===== config.mk =====
export PLATFORM = sky130hd
export DESIGN_NAME = qpix_cfg_deserializer_flat
export DESIGN_NICKNAME = d
export VERILOG_FILES = /design/src/rtl/qpix_cfg_deserializer_if.sv /design/src/rtl/qpix_cfg_deserializer.sv /design/src/flat_wrapper.sv
export SDC_FILE = /design/constraint.sdc
export NUM_CORES = 1
export LEC_CHECK = 0
export CAP_MARGIN = 5
export CORE_MARGIN = 3
export CORE_UTILIZATION = 30
export CTS_BUF_LIST = sky130_fd_sc_hd__clkbuf_4
export DETAILED_ROUTE_END_ITERATION = 8
export PLACE_DENSITY = 0.48
export SYNTH_ARGS = -nofsm -noshare
export SYNTH_HDL_FRONTEND = slang
export SYNTH_SLANG_ARGS = --single-unit

===== constraint.sdc =====
create_clock -name clk -period 3.15 [get_ports clk]
set_input_delay 0.315 -clock clk [delete_from_list [all_inputs] [get_ports clk]]
set_output_delay 0.315 -clock clk [all_outputs]
set_load 0.02 [all_outputs]

===== src/rtl/qpix_cfg_deserializer_if.sv =====
// Serial config link bundle: sclk/sdata/load in, frame data and status out.
// master drives the serial side; slave is the deserializer.
interface qpix_cfg_deserializer_if #(
  parameter int DATA_W = 32
);
  logic              sclk_in;
  logic              sdata_in;
  logic              load_in;
  logic [DATA_W-1:0] data_out;
  logic              data_valid;
  logic              err_len;
  logic              err_timeout;
  logic [5:0]        bit_cnt;
  logic [7:0]        frame_cnt;
  logic              busy;

  modport master (
    output sclk_in, sdata_in, load_in,
    input  data_out, data_valid, err_len,
    input  err_timeout, bit_cnt, frame_cnt, busy
  );

  modport slave (
    input  sclk_in, sdata_in, load_in,
    output data_out, data_valid, err_len,
    output err_timeout, bit_cnt, frame_cnt, busy
  );
endinterface


===== src/rtl/qpix_cfg_deserializer.sv =====
// Config deserializer: syncs sclk/sdata/load into clk, shifts MSB-first and
// commits a frame on load rise. Ports: clk, rst_n, bus (slave modport).
// Optional idle abort: define QPIX_CFG_RX_TIMEOUT_EN.
module qpix_cfg_deserializer #(
  parameter int DATA_W      = 32,
  parameter int TIMEOUT_CYC = 1024
) (
  input logic                    clk,
  input logic                    rst_n,
  qpix_cfg_deserializer_if.slave bus
);

  typedef enum logic [1:0] {
    IDLE,
    SHIFT,
    HOLD
  } state_t;

  localparam logic [6:0] FULL = 7'(DATA_W);

  state_t state, state_nx;

  logic sclk_s1, sclk_s2, sclk_d;
  logic sdata_s1, sdata_s2;
  logic load_s1, load_s2, load_d;

  logic sclk_rise, load_rise, load_fall;
  logic commit, good, bad, shift_en, clr;
  logic to_hit;

  logic [DATA_W-1:0] sreg;
  logic [DATA_W-1:0] data_q;
  logic [5:0]        bit_cnt_q;
  logic [7:0]        frame_q;
  logic              dv_q, el_q;

  always_ff @(posedge clk or negedge rst_n) begin
    if (!rst_n) begin
      sclk_s1  <= 1'b0;
      sclk_s2  <= 1'b0;
      sclk_d   <= 1'b0;
      sdata_s1 <= 1'b0;
      sdata_s2 <= 1'b0;
      load_s1  <= 1'b0;
      load_s2  <= 1'b0;
      load_d   <= 1'b0;
    end else begin
      sclk_s1  <= bus.sclk_in;
      sclk_s2  <= sclk_s1;
      sclk_d   <= sclk_s2;
      sdata_s1 <= bus.sdata_in;
      sdata_s2 <= sdata_s1;
      load_s1  <= bus.load_in;
      load_s2  <= load_s1;
      load_d   <= load_s2;
    end
  end

  assign sclk_rise = sclk_s2 & ~sclk_d;
  assign load_rise = load_s2 & ~load_d;
  assign load_fall = ~load_s2 & load_d;

`ifdef QPIX_CFG_RX_TIMEOUT_EN
  localparam int TW = $clog2(TIMEOUT_CYC + 1);
  logic [TW-1:0] to_cnt;
  logic          to_q;

  // counts clk cycles since SHIFT entry or the last sclk edge
  always_ff @(posedge clk or negedge rst_n) begin
    if (!rst_n)
      to_cnt <= '0;
    else if (state != SHIFT || sclk_rise)
      to_cnt <= '0;
    else
      to_cnt <= to_cnt + 1'b1;
  end

  assign to_hit = (state == SHIFT) && !sclk_rise
               && !load_rise
               && (to_cnt == TW'(TIMEOUT_CYC - 1));

  always_ff @(posedge clk or negedge rst_n) begin
    if (!rst_n) to_q <= 1'b0;
    else        to_q <= to_hit;
  end

  assign bus.err_timeout = to_q;
`else
  localparam int unused_timeout_cyc = TIMEOUT_CYC;
  assign to_hit          = 1'b0;
  assign bus.err_timeout = 1'b0;
`endif

  always_ff @(posedge clk or negedge rst_n) begin
    if (!rst_n) state <= IDLE;
    else        state <= state_nx;
  end

  always_comb begin
    state_nx = state;
    unique case (state)
      IDLE: begin
        if (load_rise)      state_nx = HOLD;
        else if (sclk_rise) state_nx = SHIFT;
      end
      SHIFT: begin
        if (load_rise)   state_nx = HOLD;
        else if (to_hit) state_nx = IDLE;
      end
      HOLD: begin
        if (load_fall) state_nx = IDLE;
      end
      default: state_nx = IDLE;
    endcase
  end

  // load wins over a coincident sclk edge; HOLD ignores sclk
  always_comb begin
    commit   = load_rise && (state != HOLD);
    good     = commit && ({1'b0, bit_cnt_q} == FULL);
    bad      = commit && !good;
    shift_en = sclk_rise && !load_rise
            && (state != HOLD) && !to_hit;
    clr      = commit || to_hit;
  end

  always_ff @(posedge clk or negedge rst_n) begin
    if (!rst_n) begin
      sreg      <= '0;
      bit_cnt_q <= '0;
    end else if (clr) begin
      sreg      <= '0;
      bit_cnt_q <= '0;
    end else if (shift_en) begin
      sreg <= {sreg[DATA_W-2:0], sdata_s2};
      if (bit_cnt_q != 6'd63)
        bit_cnt_q <= bit_cnt_q + 6'd1;
    end
  end

  always_ff @(posedge clk or negedge rst_n) begin
    if (!rst_n) begin
      data_q  <= '0;
      frame_q <= '0;
      dv_q    <= 1'b0;
      el_q    <= 1'b0;
    end else begin
      dv_q <= good;
      el_q <= bad;
      if (good) begin
        data_q  <= sreg;
        frame_q <= frame_q + 8'd1;
      end
    end
  end

  assign bus.data_out   = data_q;
  assign bus.data_valid = dv_q;
  assign bus.err_len    = el_q;
  assign bus.bit_cnt    = bit_cnt_q;
  assign bus.frame_cnt  = frame_q;
  assign bus.busy       = (state != IDLE);

endmodule


===== src/flat_wrapper.sv =====
// flat-port wrapper written by rule: the top's interface ports become plain ports
module qpix_cfg_deserializer_flat 
#(
  parameter int DATA_W      = 32,
  parameter int TIMEOUT_CYC = 1024
)
  (clk, rst_n, bus_sclk_in, bus_sdata_in, bus_load_in, bus_data_out, bus_data_valid, bus_err_len, bus_err_timeout, bus_bit_cnt, bus_frame_cnt, bus_busy);
  qpix_cfg_deserializer_if #(.DATA_W(DATA_W)) bus_i ();
  input logic clk;
  input logic rst_n;
  input wire logic [$bits(bus_i.sclk_in)-1:0] bus_sclk_in;
  input wire logic [$bits(bus_i.sdata_in)-1:0] bus_sdata_in;
  input wire logic [$bits(bus_i.load_in)-1:0] bus_load_in;
  output wire logic [$bits(bus_i.data_out)-1:0] bus_data_out;
  output wire logic [$bits(bus_i.data_valid)-1:0] bus_data_valid;
  output wire logic [$bits(bus_i.err_len)-1:0] bus_err_len;
  output wire logic [$bits(bus_i.err_timeout)-1:0] bus_err_timeout;
  output wire logic [$bits(bus_i.bit_cnt)-1:0] bus_bit_cnt;
  output wire logic [$bits(bus_i.frame_cnt)-1:0] bus_frame_cnt;
  output wire logic [$bits(bus_i.busy)-1:0] bus_busy;
  assign bus_i.sclk_in = bus_sclk_in;
  assign bus_i.sdata_in = bus_sdata_in;
  assign bus_i.load_in = bus_load_in;
  assign bus_data_out = bus_i.data_out;
  assign bus_data_valid = bus_i.data_valid;
  assign bus_err_len = bus_i.err_len;
  assign bus_err_timeout = bus_i.err_timeout;
  assign bus_bit_cnt = bus_i.bit_cnt;
  assign bus_frame_cnt = bus_i.frame_cnt;
  assign bus_busy = bus_i.busy;
  qpix_cfg_deserializer #(.DATA_W(DATA_W), .TIMEOUT_CYC(TIMEOUT_CYC)) u_core (.clk(clk), .rst_n(rst_n), .bus(bus_i));
endmodule

# Word-level counts from Yosys, hierarchy flattened
# Index checks and enable logic that the tools add are counted.
[totals] reg_bits=90 in_bits=5 out_inout_bits=50
[op_classes] n_addsub=2 n_eq_ne=8 n_mux=10 bitwise_logic=6 n_reduce_logical=13
[op_table] op="$mux 32" n=2
[op_table] op="$mux 6" n=3
[op_table] op="$add 8x1->8 const B" n=1
[op_table] op="$mux 2" n=4
[op_table] op="$add 6x1->6 const B" n=1
[op_table] op="$eq 6x6->1 const B" n=1
[op_table] op="$ne 6x6->1 const B" n=1
[op_table] op="$pmux 2 s3" n=1
[op_table] op="$reduce_bool 2->1" n=3
[op_table] op="$logic_and 1x1->1" n=5
[op_table] op="$ne 2x1->1 const B" n=2
[op_table] op="$and 1x1->1" n=3
[op_table] op="$ne 3x1->1 const B" n=1
[op_table] op="$not 1->1" n=3
[op_table] op="$reduce_and 3->1" n=1
[op_table] op="$eq 2x1->1 const B" n=1
[op_table] op="$eq 2x2->1 const B" n=1
[op_table] op="$logic_not 1->1" n=2
[op_table] op="$logic_not 2->1" n=1
[op_table] op="$ne 2x2->1 const B" n=1
[op_table] op="$reduce_and 2->1" n=1

# Depth between registers and ports, before layout
# Gate-level depths: netlist of run 1.
[logic_depth] ltp_word=7 mapped_depth=7 ltp_nobuf=6

# Worst setup path before layout of run 1
# Ideal clock, no wire load.
[synth_timing] kind="flip-flop to flip-flop" from="reg u_core.bit_cnt_q[2] (netlist: u_core.bus.bit_cnt[2])" to="reg u_core.data_q[0] (netlist: u_core.bus.data_out[0])" arrival_time_ps=1800 required_time_ps=3025 setup_slack_ps=1225 path_stages_with_launch=5 path_cell_list="dfrtp_1 or3_4 nor4_4 buf_4 mux2_2"
[synth_between] elab_chain_len=2
[synth_rtl] item="start: declaration" line="qpix_cfg_deserializer.sv:33" text="logic [5:0] bit_cnt_q;"
[synth_rtl] item="start signal: assignment" line="qpix_cfg_deserializer.sv:137" text="bit_cnt_q <= bit_cnt_q + 6'd1;"
[synth_rtl] item="$eq 6x6->1" line="qpix_cfg_deserializer.sv:120" text="good = commit && ({1'b0, bit_cnt_q} == FULL);"
[synth_rtl] item="$logic_and 1x1->1" line="qpix_cfg_deserializer.sv:120"
[synth_rtl] item="end signal: assignment" line="qpix_cfg_deserializer.sv:151" text="data_q <= sreg;"
[synth_rtl] item="end: declaration" line="qpix_cfg_deserializer.sv:32" text="logic [DATA_W-1:0] data_q;"
# Every way passes these cells.
# A chain may end at the register's enable or synchronous reset.

# Final worst setup path of run 1
[layout_timing] from="reg u_core.bit_cnt_q[2] (netlist: u_core.bus.bit_cnt[2])" to="reg u_core.data_q[22] (netlist: u_core.bus.data_out[22])"
# The elaborated chain is that of the path after synthesis.

==> results of run 1 <==
[logic make-up after synthesis]
kind of cell / count (synthesis) / synth area share, %
buffers and inverters: 19 / 2.559
xor gates and xnor gates: 8 / 1.990
muxes: 34 / 10.84
AOI/OAI and AO/OA: 41 / 6.254
DFF: 90 / 63.97
adders and majority gates: 3 / 1.066
and+or+nand+nor: 102 / 13.22
other: 1 / 0.1065
[area by class of cell]
type / count / area, um^2 / share of cell area (%)
clock buffer: 11 / 82.58 / 1.892
clock inverter: 5 / 78.83 / 1.806
inverter: 3 / 11.26 / 0.2580
multi-input combinational: 189 / 1181 / 27.06
sequential: 90 / 2252 / 51.61
tap: 140 / 175.2 / 4.014
timing repair buffer: 60 / 583.1 / 13.36
[stage by stage]
stage / power [mW] / cell area (um^2)
after detailed placement: 1.484 / 4193
after CTS: 2.224 / 4364
after floorplan: 1.373 / 3521
after global routing: 2.286 / 4364
after global placement: 1.478 / 4193
final: 2.177 / 4364
[routing by layer]
metal / part of all wire (%) / routed length, um / global-route usage (%)
met1: 48 / 3289 / 15.81
met2: 45 / 3087 / 16.86
met3: 5.2 / 355 / 3.277
met4: 1.1 / 76 / 3.325
met5: 0 / 0 / 0
[worst max path at each step]
| stage | from | endpoint | slack (ns) | depth (start not counted) |
|---|---|---|---|---|
| final | u_core.bus.bit_cnt[2]$_DFFE_PN0P_ | u_core.bus.data_out[22]$_DFFE_PN0P_ | 0.97 | 4 |
| after global routing | u_core.bus.bit_cnt[2]$_DFFE_PN0P_ | u_core.bus.data_out[24]$_DFFE_PN0P_ | 0.84 | 4 |
| after CTS | u_core.bus.bit_cnt[2]$_DFFE_PN0P_ | u_core.bus.data_out[25]$_DFFE_PN0P_ | 0.95 | 4 |
| after detailed placement | u_core.bus.bit_cnt[2]$_DFFE_PN0P_ | u_core.bus.data_out[3]$_DFFE_PN0P_ | 1.0 | 4 |
| after global placement | u_core.bus.bit_cnt[2]$_DFFE_PN0P_ | u_core.bus.data_out[17]$_DFFE_PN0P_ | 1.01 | 4 |
| after floorplan | u_core.bus.bit_cnt[2]$_DFFE_PN0P_ | u_core.bus.data_out[0]$_DFFE_PN0P_ | 1.23 | 4 |
[cell usage after synthesis (all sizes together)]
| cell | number | area, um^2 |
|---|---|---|
| o41ai | 1 | 8.760 |
| o21ai | 4 | 20.02 |
| nand2 | 69 | 259.0 |
| xnor2 | 7 | 61.31 |
| nor2 | 6 | 22.52 |
| nand4 | 5 | 31.28 |
| nor3 | 2 | 10.01 |
| nor4 | 1 | 21.27 |
| inv | 3 | 11.26 |
| conb | 1 | 3.750 |
| xor2 | 1 | 8.760 |
| buf | 6 | 41.29 |
| or3 | 2 | 17.52 |
| a41oi | 1 | 8.760 |
| nor4b | 1 | 8.760 |
| dfrtp | 90 | 2252 |
| nand3 | 5 | 25.02 |
| ha | 3 | 37.54 |
| and3 | 3 | 18.77 |
| mux2i | 1 | 10.01 |
| clkbuf | 10 | 37.54 |
| o211ai | 2 | 15.01 |
| mux2 | 33 | 371.6 |
| nand2b | 2 | 12.51 |
| o21a | 1 | 7.510 |
| or2 | 1 | 6.260 |
| and2 | 1 | 6.260 |
| a21oi | 32 | 160.2 |
| or4 | 1 | 7.510 |
| nor2b | 3 | 18.77 |
[sequential cells by signal, indices dropped and copies added (netlist names)]
signal and cells:
u_core.bus.data_out 32, u_core.sreg 32, u_core.bus.frame_cnt 8, u_core.bus.bit_cnt 6
u_core.state 2, u_core.bus.data_valid 1, u_core.bus.err_len 1, u_core.load_d 1
u_core.load_s1 1, u_core.load_s2 1, u_core.sclk_d 1, u_core.sclk_s1 1
u_core.sclk_s2 1, u_core.sdata_s1 1, u_core.sdata_s2 1
[power breakdown]
part           total (mW)  switching, mW  internal [mW]
registers            1.22         0.0359           1.19
clock network       0.719          0.381          0.338
logic               0.234          0.149         0.0850
[what timing repair did]
item                                   CTS  global route
setup endpoints to repair                0             0
endpoints found under the hold margin   59             0
hold buffers                             1             0
==> results by group, run 1 <==
Floorplan
  – Starting Density: a little under a third
  – Core area: 11170 um^2
  – Die width: 114.3 um
  – Cell row count: 38
  – Ports: 55
  – Die area: 13070 um^2
  – DIE HEIGHT: 114.3 um

Worst setup path
  – CP bufs+invs: 1
  – Critical path arrival: around 2.5 ns
  – Reg2reg path depth: 4
  – Reg-to-Reg Start: u_core.bus.bit_cnt[2]$_DFFE_PN0P_
  – Worst setup EP type: flip-flop
  – Crit-path leading delay family: simple AND/OR/NAND/NOR gates
  – Crit path kind: reg2reg
  – CP Max Fanout: 41
  – Crit-path slowest cell: dfrtp_1
  – Crit Reg-Reg Endpoint: u_core.bus.data_out[22]$_DFFE_PN0P_
  – CP Launch Type: flip-flop
  – CP required: about 3.5 ns
  – CP Cell Sequence: or3_4 > nor4_4 > buf_4 > mux2_2
  – R2R Setup Slk: slightly below 1 ns
  – Max stage delay on crit path: between 0.4 and 0.5 ns

Synthesis
  – Yosys reg bits: 90
  – Netlist Area Pre-Place: 3521 um^2
  – Seq/Total Area, Yosys: between 60 and 70%
  – Syn nets: between 300 and 400
  – Mean Syn Cell Area: about 12 um^2
  – Cells after Synth: 298
  – Library cells used by synthesis: 32
  – Yosys Warn Count: 0

Route
  – Remaining antenna violation count after routing: 0
  – Vias/cell: about 4.6
  – Total number of vias: around 2300
  – Initial DRC Count: 95
  – Total Wirelength: around 6800 um
  – WL/cell: between 10 and 15 um
  – DRC Markers: 0
  – DRT Pass-1 Iters: 4

Timing
  – F_max: between 400 and 500 MHz
  – Hold Worst Slack: 0.3052 ns
  – Relative max-transition margin: roughly half
  – Final setup fails: 0
  – Tcrit/Tclk final: 69.08%
  – Setup TNS Final: 0 ns
  – Worst Max-Slew Pin Slew: 0.7605 ns
  – RSZ-0062 raised after global routing: no
  – Final slew viol count: 0
  – Fin worst setup slack: roughly 0.97 ns
  – Final hold viol count: 0
  – Min Clock Period, post-route: between 2 and 2.5 ns
  – Clk_skew: between 0.02 and 0.025 ns

GRT
  – GRT Total Usage: between 10% and 20%
  – First-pass GRT wire length: 11790 um
  – Vias in the first global route: between 2000 and 2500
  – Grt ovf: 0
  – Initial antenna violation count: 0
  – Largest net degree at the start of global routing: 62

Clocking
  – Bufs on Longest Clock Path: 2
  – CTS resizes: 0
  – Reg clk slew, reported paths: about 0.14 ns
  – Clock latency on the worst-skew pair: between 0.4 and 0.5 ns
  – Setup bufs post-CTS: 0
  – # clock sinks: 90
  – Clk root buf: clkbuf_4
  – H-tree depth: 3
  – Num CTS Buffers: 9
  – CTS tree: yes

Final layout
  – Final Instance Count excl. Fillers: 498
  – # diodes: 0
  – Synth-to-Final Area Change: 23.95%
  – Util after Layout: between 30 and 40%
  – Leading cell types in the layout, fill and taps excluded: dfrtp_1, nand2_1, clkdlybuf4s50_1
  – Fill cell count: around 1100
  – Layout cells sized above 1: around 16%
  – Nets: approximately 360
  – Commonest non-fill, non-tap cell in the layout: dfrtp_1

Worst hold path
  – HP Class: in2reg
  – Hold Path Stages: 1
  – Hold Crit Start: bus_load_in
  – Hold EP: u_core.load_s1$_DFF_PN0_

Power and ir drop
  – Pwr dens: around 500 nW/um^2
  – Leakage power: between 1.5 and 2 nW
  – Max VDD drop: between 0.0003 and 0.0004 V

Placed design
  – Placer Congestion: 0.7156
  – Setup WS pre-CTS: ~1 ns
  – IO Port Bufs: 53
  – Post-placement cell count: around 480
  – DP Wirelength: between 4000 and 5000 um

Job
  – Max-Cap Viols: 0

Outcome
  – Status: finished clean
No activity file was read; power rests on OpenSTA's default activity.
==> run 2: changes to the inputs <==
==> constraint.sdc (replaced) <==
create_clock -name clk -period 2.1 [get_ports clk]
set_input_delay 0.21 -clock clk [delete_from_list [all_inputs] [get_ports clk]]
set_output_delay 0.21 -clock clk [all_outputs]
set_load 0.02 [all_outputs]
==> run 2 against run 1 <==
Non-clock buffer count up 4. Sequential power up 50%. Via count grew 2.3%. Worst setup slack got worse by 0.83 ns. Register-to-register slack got worse by 0.83 ns. Count of clock-buffer cells in the layout is the same. Final area rose by 0.46%. Hold slack got worse by 0.086 ns. First-iteration DRC count increased by 8.4%. Largest cell class unchanged.
==> results by group, run 2 (same netlist as run 1, synthesis figures left out) <==
GRT
  – Grt ovf: 0 (unchanged)
  – Largest net degree at the start of global routing: 50 (was 62)
  – Routing usage on met3: 4.281% (was 3.277%)
  – Initial antenna violation count: 0 (unchanged)
  – First-pass GRT wire length: 11500 um (was 11790 um)
  – M1 GR Usage: 15.01% (was 15.81%)
  – Met2 GRT Util: 17.02% (was 16.86%)
  – Vias in the first global route: 2331 (was 2358)
  – GR peak layer: met2 (unchanged)
  – GRT Total Usage: 11.12% (was 11.24%)

Timing
  – Setup TNS Final: 0 ns (unchanged)
  – Final hold viol count: 0 (unchanged)
  – Tcrit/Tclk final: 92.94% (was 69.08%)
  – Relative max-transition margin: 57.56% (was 49.30%)
  – Worst Max-Slew Pin Slew: 0.6366 ns (was 0.7605 ns)
  – Min Clock Period, post-route: 1.952 ns (was 2.176 ns)
  – Clk_skew: 0.02004 ns (was 0.02059 ns)
  – Final setup fails: 0 (unchanged)
  – RSZ-0062 raised after global routing: no (unchanged)
  – F_max: 512.4 MHz (was 459.5 MHz)
  – Final slew viol count: 0 (unchanged)

Worst hold path
  – Hold EP: u_core.load_s1$_DFF_PN0_ (unchanged)
  – Hold Crit Start: bus_load_in (unchanged)
  – Hold Path Stages: 1 (unchanged)
  – HP Class: in2reg (unchanged)

Worst setup path
  – Reg-to-Reg Start: u_core.bus.bit_cnt[0]$_DFFE_PN0P_ (was u_core.bus.bit_cnt[2]$_DFFE_PN0P_)
  – Worst setup EP type: flip-flop (unchanged)
  – Critical path arrival: 2.25 ns (was 2.48 ns)
  – Crit path kind: reg2reg (unchanged)
  – Reg2reg path depth: 6 (was 4)
  – CP Max Fanout: 41 (unchanged)
  – R2R Setup Slk: 0.15 ns (was 0.97 ns)
  – CP Launch Type: flip-flop (unchanged)
  – Crit Reg-Reg Endpoint: u_core.bus.data_out[15]$_DFFE_PN0P_ (was u_core.bus.data_out[22]$_DFFE_PN0P_)
  – CP required: 2.40 ns (was 3.46 ns)

Outcome
  – Status: finished clean (unchanged)

Final layout
  – Synth-to-Final Area Change: 24.52% (was 23.95%)
  – Leading cell types in the layout, fill and taps excluded: dfrtp_1, nand2_1, clkdlybuf4s50_1 (unchanged)
  – Fill cell count: 1119 (was 1104)
  – Nets: 365 (was 361)
  – Commonest non-fill, non-tap cell in the layout: dfrtp_1 (unchanged)
  – Layout cells sized above 1: 17.17% (was 16.48%)
  – # diodes: 0 (unchanged)
  – Final Instance Count excl. Fillers: 501 (was 498)

Floorplan
  – Core area: 11170 um^2 (unchanged)
  – Starting Density: 31.51% (unchanged)
  – Die width: 114.3 um (unchanged)
  – Die area: 13070 um^2 (unchanged)
  – Ports: 55 (unchanged)
  – Cell row count: 38 (unchanged)
  – DIE HEIGHT: 114.3 um (unchanged)

Power and ir drop
  – Sw Share: 25.99% (about the same)
  – Sequential power share: 58.9% (was 56.2%)
  – Max VDD drop: 0.0003781 V (was 0.0003299 V)
  – Pwr dens: 708.4 nW/um^2 (was 498.8 nW/um^2)
  – Clock share of power: 29.2% (was 33.0%)
  – Comb power frac: 11.8% (was 10.7%)
  – Cell Int Power: 2.298 mW (was 1.611 mW)
  – P_sw: 0.8073 mW (was 0.5657 mW)
  – Leakage power: 1.962 nW (was 1.941 nW)

Route
  – Remaining antenna violation count after routing: 0 (unchanged)
  – Vias/cell: 4.701 (was 4.620)
  – Total number of vias: 2355 (was 2301)
  – Initial DRC Count: 103 (was 95)
  – DRC Markers: 0 (unchanged)
  – WL/cell: 13.54 um (was 13.67 um)
  – Total Wirelength: 6786 um (was 6809 um)
  – DRT Pass-1 Iters: 4 (unchanged)

Clocking
  – Clk root buf: clkbuf_4 (unchanged)
  – Num CTS Buffers: 9 (unchanged)
  – Clock latency on the worst-skew pair: 0.41 ns (was 0.42 ns)
  – Reg clk slew, reported paths: 0.13 ns (was 0.14 ns)
  – # clock sinks: 90 (unchanged)
  – Bufs on Longest Clock Path: 2 (unchanged)
  – H-tree depth: 3 (unchanged)
  – CTS tree: yes (unchanged)

Placed design
  – IO Port Bufs: 53 (unchanged)
  – Placer Congestion: 0.7196 (was 0.7156)
  – DP Wirelength: 4402 um (was 4267 um)
  – Post-placement cell count: 485 (was 481)

Job
  – Max-Cap Viols: 0 (unchanged)
run 2: cell types whose count changed in the layout (fill, tap and decap cells not counted):
| cell | change |
|---|---|
| buf_12 | +2 |
| buf_4 | +2 |
| clkinv_2 | +2 |
| clkinvlp_4 | -2 |
| bufinv_16 | -1 |
run 2: power by group through the flow:
stage	sequential, mW	clock, mW	combinational, mW
floorplan	1.88	0	0.176
global placement	1.86	0	0.372
detailed placement	1.86	0	0.375
CTS	1.83	0.957	0.378
global route	1.84	1.03	0.410
finish	1.83	0.908	0.368
run 2: cell type report:
class / instances / area, um^2 / area share, %
flip-flops and latches: 90 / 2252 / 51.37
multi-input cells: 189 / 1181 / 26.94
repair buffers: 64 / 638.1 / 14.55
well taps: 140 / 175.2 / 3.995
clock buffers: 11 / 82.58 / 1.884
clock inverters: 4 / 43.79 / 0.9989
inverters: 3 / 11.26 / 0.2568
run 2: layer usage:
layer	part of all wire, %	up-vias
met2	45	58
met4	0.87	0
met1	49	1170
li1	-	1122
met3	5.6	5
met5	0	-
run 2: worst max-delay path, cell delays in order, from the launching register on:
cell,delay [ns]
dfrtp_1,0.46
inv_1,0.11
ha_1,0.16
nand2_1,0.11
nor4_4,0.34
buf_12,0.28
mux2_2,0.36
run 2: what timing repair did:
item                      4_1_cts  5_1_grt
hold buffers                    1        0
hold endpoints to repair       47        0
setup buffers                   0        0
resized for setup               0        0
run 2: metrics by stage:
stage          worst slack (ns)  cell area [um^2]  utilization (%)  hold WS (ns)  total power, mW
2_1_floorplan            0.1753              3521                -      -0.08559            2.060
3_3_place_gp             0.1962              4248            38.02        0.2837            2.236
3_5_place_dp             0.1845              4248            38.02        0.2809            2.239
4_1_cts                  0.1544              4384            39.24        0.1813            3.165
5_1_grt                 0.08527              4384            39.24        0.1561            3.283
6_report                 0.1483              4384            39.24        0.2194            3.106
run 2: worst max path at each step:
stage	startpoint	endpoint	slack, ns
2_1_floorplan	u_core.bus.bit_cnt[2]$_DFFE_PN0P_	u_core.bus.data_out[0]$_DFFE_PN0P_	0.18
3_3_place_gp	u_core.bus.bit_cnt[0]$_DFFE_PN0P_	u_core.bus.data_out[12]$_DFFE_PN0P_	0.20
3_5_place_dp	u_core.bus.bit_cnt[0]$_DFFE_PN0P_	u_core.bus.data_out[1]$_DFFE_PN0P_	0.18
4_1_cts	u_core.bus.bit_cnt[0]$_DFFE_PN0P_	u_core.bus.data_out[2]$_DFFE_PN0P_	0.15
5_1_grt	u_core.bus.bit_cnt[0]$_DFFE_PN0P_	u_core.bus.data_out[21]$_DFFE_PN0P_	0.09
6_report	u_core.bus.bit_cnt[0]$_DFFE_PN0P_	u_core.bus.data_out[15]$_DFFE_PN0P_	0.15
